<file path="src/rtl/pc_fetch_unit.sv">
// ----------------------------------------------------------------------------
// pc_fetch_unit
//
// Datapath end of the instruction-fetch interface. Holds the program counter
// (PC) and the instruction register (IR). It computes the next PC through a
// mode-selected adder, drives the program-memory word address, and captures
// PM read data into IR or into the LPM byte register.
//
// Ports
//   i_clk          system clock, rising edge
//   i_reset_n      asynchronous active-low reset
//   i_reset        synchronous clear, active-high; overrides every load
//   i_mode12K      adder B select: 00 +1, 01 +2, 10 sext(K[11:0]), 11 zero
//   i_modeAddZA    adder A select: 00 PC, 10 Z, 01/11 zero (10 forces B = 0)
//   i_modePCZ      PM address source: 0 = PC, 1 = Z word address (Z >> 1)
//   i_loadPC       PC <= adder sum at the edge
//   i_loadIR       IR <= i_pm_data and the fetch counter increments
//   i_loadLPM      LPM data <= byte of i_pm_data picked by the latched Z[0]
//   i_K            immediate; only [11:0] is used
//   i_Z            Z pointer from the register file
//   i_pm_data      PM read data, one cycle after the address
//   o_pm_addr      PM word address (combinational from PC / Z)
//   o_PC           current PC
//   o_IR           instruction register
//   o_lpm_data     last byte fetched by LPM
//   o_fetch_count  number of IR loads, wraps to zero
// ----------------------------------------------------------------------------
module pc_fetch_unit #(
    parameter int unsigned PC_WIDTH  = 12,
    parameter int unsigned CNT_WIDTH = 16
) (
    input  logic                 i_clk,
    input  logic                 i_reset_n,
    input  logic                 i_reset,
    input  logic [1:0]           i_mode12K,
    input  logic [1:0]           i_modeAddZA,
    input  logic                 i_modePCZ,
    input  logic                 i_loadPC,
    input  logic                 i_loadIR,
    input  logic                 i_loadLPM,
    input  logic [15:0]          i_K,
    input  logic [15:0]          i_Z,
    input  logic [15:0]          i_pm_data,
    output logic [PC_WIDTH-1:0]  o_pm_addr,
    output logic [PC_WIDTH-1:0]  o_PC,
    output logic [15:0]          o_IR,
    output logic [7:0]           o_lpm_data,
    output logic [CNT_WIDTH-1:0] o_fetch_count
);

    logic [PC_WIDTH-1:0]  pc_q;
    logic [15:0]          ir_q;
    logic [7:0]           lpm_q;
    logic [CNT_WIDTH-1:0] cnt_q;
    logic                 zsel_q;

    logic [PC_WIDTH-1:0]  add_a;
    logic [PC_WIDTH-1:0]  add_b;
    logic [PC_WIDTH-1:0]  add_sum;
    logic [31:0]          k_sext;

    // 12-bit immediate sign-extended wide, then cut down to the PC width.
    assign k_sext = {{20{i_K[11]}}, i_K[11:0]};

    always_comb begin
        add_a = '0;
        case (i_modeAddZA)
            2'b00:   add_a = pc_q;
            2'b10:   add_a = i_Z[PC_WIDTH-1:0];
            default: add_a = '0;
        endcase
    end

    always_comb begin
        add_b = '0;
        if (i_modeAddZA != 2'b10) begin
            case (i_mode12K)
                2'b00:   add_b = PC_WIDTH'(1);
                2'b01:   add_b = PC_WIDTH'(2);
                2'b10:   add_b = k_sext[PC_WIDTH-1:0];
                default: add_b = '0;
            endcase
        end
    end

    // Carry out is dropped: PC arithmetic wraps in both directions.
    assign add_sum = add_a + add_b;

    assign o_pm_addr = i_modePCZ ? i_Z[PC_WIDTH:1] : pc_q;

    always_ff @(posedge i_clk or negedge i_reset_n) begin
        if (!i_reset_n) begin
            pc_q   <= '0;
            ir_q   <= '0;
            lpm_q  <= '0;
            cnt_q  <= '0;
            zsel_q <= 1'b0;
        end else if (i_reset) begin
            pc_q   <= '0;
            ir_q   <= '0;
            lpm_q  <= '0;
            cnt_q  <= '0;
            zsel_q <= 1'b0;
        end else begin
            if (i_loadPC) begin
                pc_q <= add_sum;
            end
            if (i_loadIR) begin
                ir_q  <= i_pm_data;
                cnt_q <= cnt_q + CNT_WIDTH'(1);
            end
            // Byte select is taken from the cycle the Z address went out,
            // since the data arrives one cycle later.
            if (i_modePCZ) begin
                zsel_q <= i_Z[0];
            end
            if (i_loadLPM) begin
                lpm_q <= zsel_q ? i_pm_data[15:8] : i_pm_data[7:0];
            end
        end
    end

    assign o_PC          = pc_q;
    assign o_IR          = ir_q;
    assign o_lpm_data    = lpm_q;
    assign o_fetch_count = cnt_q;

endmodule

</file>
<file path="config.mk">
export PLATFORM = sky130hd
export DESIGN_NAME = pc_fetch_unit
export DESIGN_NICKNAME = d
export VERILOG_FILES = /design/src/rtl/pc_fetch_unit.sv
export SDC_FILE = /design/constraint.sdc
export NUM_CORES = 1
export LEC_CHECK = 0
export CAP_MARGIN = 20
export CORE_ASPECT_RATIO = 1.5
export CORE_UTILIZATION = 35
export CTS_BUF_LIST = sky130_fd_sc_hd__clkbuf_4 sky130_fd_sc_hd__clkbuf_8
export DETAILED_ROUTE_END_ITERATION = 16
export PLACE_DENSITY = 0.66
export SYNTH_ARGS = -nofsm -noshare
export SYNTH_HDL_FRONTEND = slang
export SYNTH_SLANG_ARGS = --single-unit
</file>
<file path="constraint.sdc">
create_clock -name i_clk -period 4.2 [get_ports i_clk]
set_clock_uncertainty 0.05 [all_clocks]
set_input_delay 0.63 -clock i_clk [delete_from_list [all_inputs] [get_ports i_clk]]
set_output_delay 0.63 -clock i_clk [all_outputs]
set_load 0.05 [all_outputs]
</file>
==> impl_metrics.csv <==
group,metric,value,unit
yosys,ys_types,44,
cts,cts_tree,"built",
sta,setup_viol,0,
sta,relSlewSlack,43.2,%
critical_path,critical_path.slowest_cell,"clkdlybuf4s50_1",
critical_path,reg2reg_slack,1.75,ns
sta,final_max_slew_viol_count,0,
cts,clock_latency,0.31,ns
yosys,synthesis.nets,401,
critical_path,critPathRequiredTime,3.52,ns
detailed_routing,wl_per_cell,14.9,um
run_status,status,"complete, no violations",
cts,numCtsBuffers,5,
yosys,synth_edf_count,0,
global_routing,grt_max_degree,54,
critical_path,max_stage_delay,0.92,ns
critical_path,cp_max_fo,14,
floorplanning,die_x,80.2,um
power_and_ir_drop,power_density,284,nW/um2
cts,cts_resized,0,
detailed_routing,wl,8180,um
yosys,yosysTopAreaCell,"dfrtp_1",
cts,cts_setup_buffers,0,
detailed_routing,drt-pass1-iter-count,4,
global_routing,first_global_vias,2754,
placement,numPortBuffers,115,
cts,cts_num_sinks,53,
yosys,yosys_most_used_dff,"dfrtp_1",
yosys,yosysWarnings,0,
yosys,ys_async_sr_fraction,100,%
critical_path,rr_endpoint,"o_PC[11]",
critical_path,crit_top_cell,"clkdlybuf4s50_1",
finish,diodes,0,
floorplanning,rows,42,
sta,fmax,299,MHz
detailed_routing,dr.first_iter.drc_count,92,
finish,final_nets,510,
yosys,avgSynthCellArea,9.75,um2
floorplanning,core-area,8880,um2
floorplanning,io-pin-count,123,
detailed_routing,via_per_inst,5.12,
yosys,synth_cells,329,
sta,worst_pin_slew,0.850,ns
power_and_ir_drop,ir_worst_vdd,0.185,mV
cts,cts_hold_buf,0,
power_and_ir_drop,p_leak,2.03,nW
min_path,hp-class,"in2async",
cts,root_buffer,"clkbuf_8",
global_routing,track_usage,18.1,%
detailed_routing,num_vias,2810,
floorplanning,die_area,9560,um2
yosys,syn_area,3210,um2
sta,rsz0062_at_grt,"no",
detailed_routing,drc,0,
floorplanning,die_y,119,um
yosys,post-synth-top-area-fraction,41.3,%
floorplanning,initial_core_util,36.1,%
yosys,synth-seq-cells,53,
global_routing,grt.overflow.total,0,
run,maxCapViolCount,0,
global_routing,grt_pass1_wl,13400,um
sta,post-route-min-period,3.35,ns
critical_path,reg2reg_depth,8,
critical_path,end_kind,"output port",
critical_path,worstPathCellList,"clkdlybuf4s50_1 > mux2_2 > clkdlybuf4s50_1",
critical_path,timing.rr.start,"o_PC[4]",
critical_path,path_class,"in2out",
sta,tns,0,ns
cts,ctsLongestPathBuffers,2,
cts,htreeDepth,2,
critical_path,critical_path_arrival,2.67,ns
detailed_routing,antenna_left,0,
placement,hpwl,6050,um
cts,clkTransAtPathRegs,0.11,ns
yosys,yosys-top-cells-area,"dfrtp_1, mux2i_1, nor2_1",
critical_path,cp-start-kind,"input port",
global_routing,antenna_found_initial,0,
sta,fin_crit_sh,79.7,%
yosys,ys_seq_area_share,41.3,%
finish,drive_gt1_share,7.52,%
placement,place_congestion,0.807,
sta,whs,0.393,ns
sta,hold_viol_final,0,
finish,area_growth,42.6,%
==> cell type report <==
class,count,area (um2)
timing repair buffer,120,1180
clock buffer,5,68.8
tap,110,138
sequential,53,1330
multi-input combinational,251,1790
inverter,7,26.3
fill,818,4310
clock inverter,3,50.0
==> synthesized netlist by cell type (all sizes together), types with 2 or more instances <==
library cell / instances
a211oi: 10
a21boi: 2
a21o: 2
a21oi: 5
and2: 10
and3: 8
buf: 6
clkbuf: 12
dfrtp: 53
ha: 12
inv: 7
mux2: 12
mux2i: 41
nand2: 13
nand2b: 5
nand3: 7
nand3b: 5
nand4: 2
nor2: 64
nor3: 3
o211ai: 4
o21ai: 8
o311ai: 2
xnor2: 8
xor2: 13
==> cells by family (layout without fill, tap and decap cells) <==
group | Yosys count | count (layout) | share of synthesized area [%]
AOI/OAI and AO/OA | 43 | 43 | 9.90
xor gates and xnor gates | 21 | 21 | 5.73
adders and majority gates | 13 | 13 | 5.30
buffers and inverters | 25 | 135 | 2.96
DFF | 53 | 53 | 41.3
muxes | 53 | 53 | 17.0
and+or+nand+nor | 121 | 121 | 17.8
==> stage by stage <==
stage / setup slack, ns / util [%] / power, mW / cells / instance area (um2)
3_5_place_dp: 0.594 / 50.2 / 0.945 / 541 / 4460
5_1_grt: 0.742 / 51.5 / 1.37 / 549 / 4580
4_1_cts: 0.835 / 51.5 / 1.32 / 549 / 4580
3_3_place_gp: 0.606 / 50.2 / 0.942 / 541 / 4460
2_1_floorplan: 1.23 / - / 0.790 / 329 / 3210
6_report: 0.852 / 51.5 / 1.30 / 549 / 4580
==> placed cells by master, fill, tap and decap left out, types with 2 or more instances in the layout <==
cell type and n:
dfrtp_1 53, xnor2_1 8, nor2_1 64, inv_1 7, a21boi_0 2, nand4_1 2, nor3_1 3, nand3_1 7
and3_1 6, a211oi_1 9, buf_4 5, xor2_1 13, clkbuf_8 5, clkdlybuf4s50_1 113, nand2b_1 5, buf_2 2
o211ai_1 4, ha_1 12, o21ai_0 8, nand2_1 13, mux2_2 12, nand3b_1 5, a21o_1 2, a21oi_1 5
and2_1 10, mux2i_1 41, o311ai_0 2
==> flip-flops by register name, summed over array words and instances, names as in the netlist <==
register,count
o_lpm_data,8
o_fetch_count,16
o_PC,12
o_IR,16
zsel_q,1
==> worst max-delay path, delay by kind of cell <==
| family | cells | cell delay (ns) |
|---|---|---|
| muxes | 1 | 0.40 |
| buffers and inverters | 2 | 1.62 |
==> worst max-delay path by stage <==
stage	start	endpoint	slack, ns	depth (start not counted)
2_1_floorplan	i_modeAddZA[1]	o_PC[10]	1.23	8
3_3_place_gp	i_modeAddZA[0]	o_PC[11]	0.61	10
6_report	i_modePCZ	o_pm_addr[7]	0.85	3
5_1_grt	i_modeAddZA[0]	o_PC[11]	0.74	10
4_1_cts	i_modePCZ	o_pm_addr[7]	0.83	3
3_5_place_dp	i_modeAddZA[0]	o_PC[11]	0.59	10
==> routing by layer <==
| layer | track usage [%] | up-vias | wire, um |
|---|---|---|---|
| met5 | 0 | - | 0 |
| met1 | 20.5 | 1362 | 3240 |
| met3 | 3.52 | 10 | 370 |
| met4 | 6.47 | 0 | 164 |
| met2 | 32.8 | 66 | 4400 |
| li1 | - | 1372 | - |
==> power breakdown <==
| part | total, mW | internal, mW | switching, mW |
|---|---|---|---|
| clock | 0.368 | 0.183 | 0.185 |
| combinational | 0.378 | 0.155 | 0.223 |
| sequential | 0.554 | 0.533 | 0.0204 |
| total | 1.30 | 0.871 | 0.428 |
No activity file was read; power rests on OpenSTA's default activity.
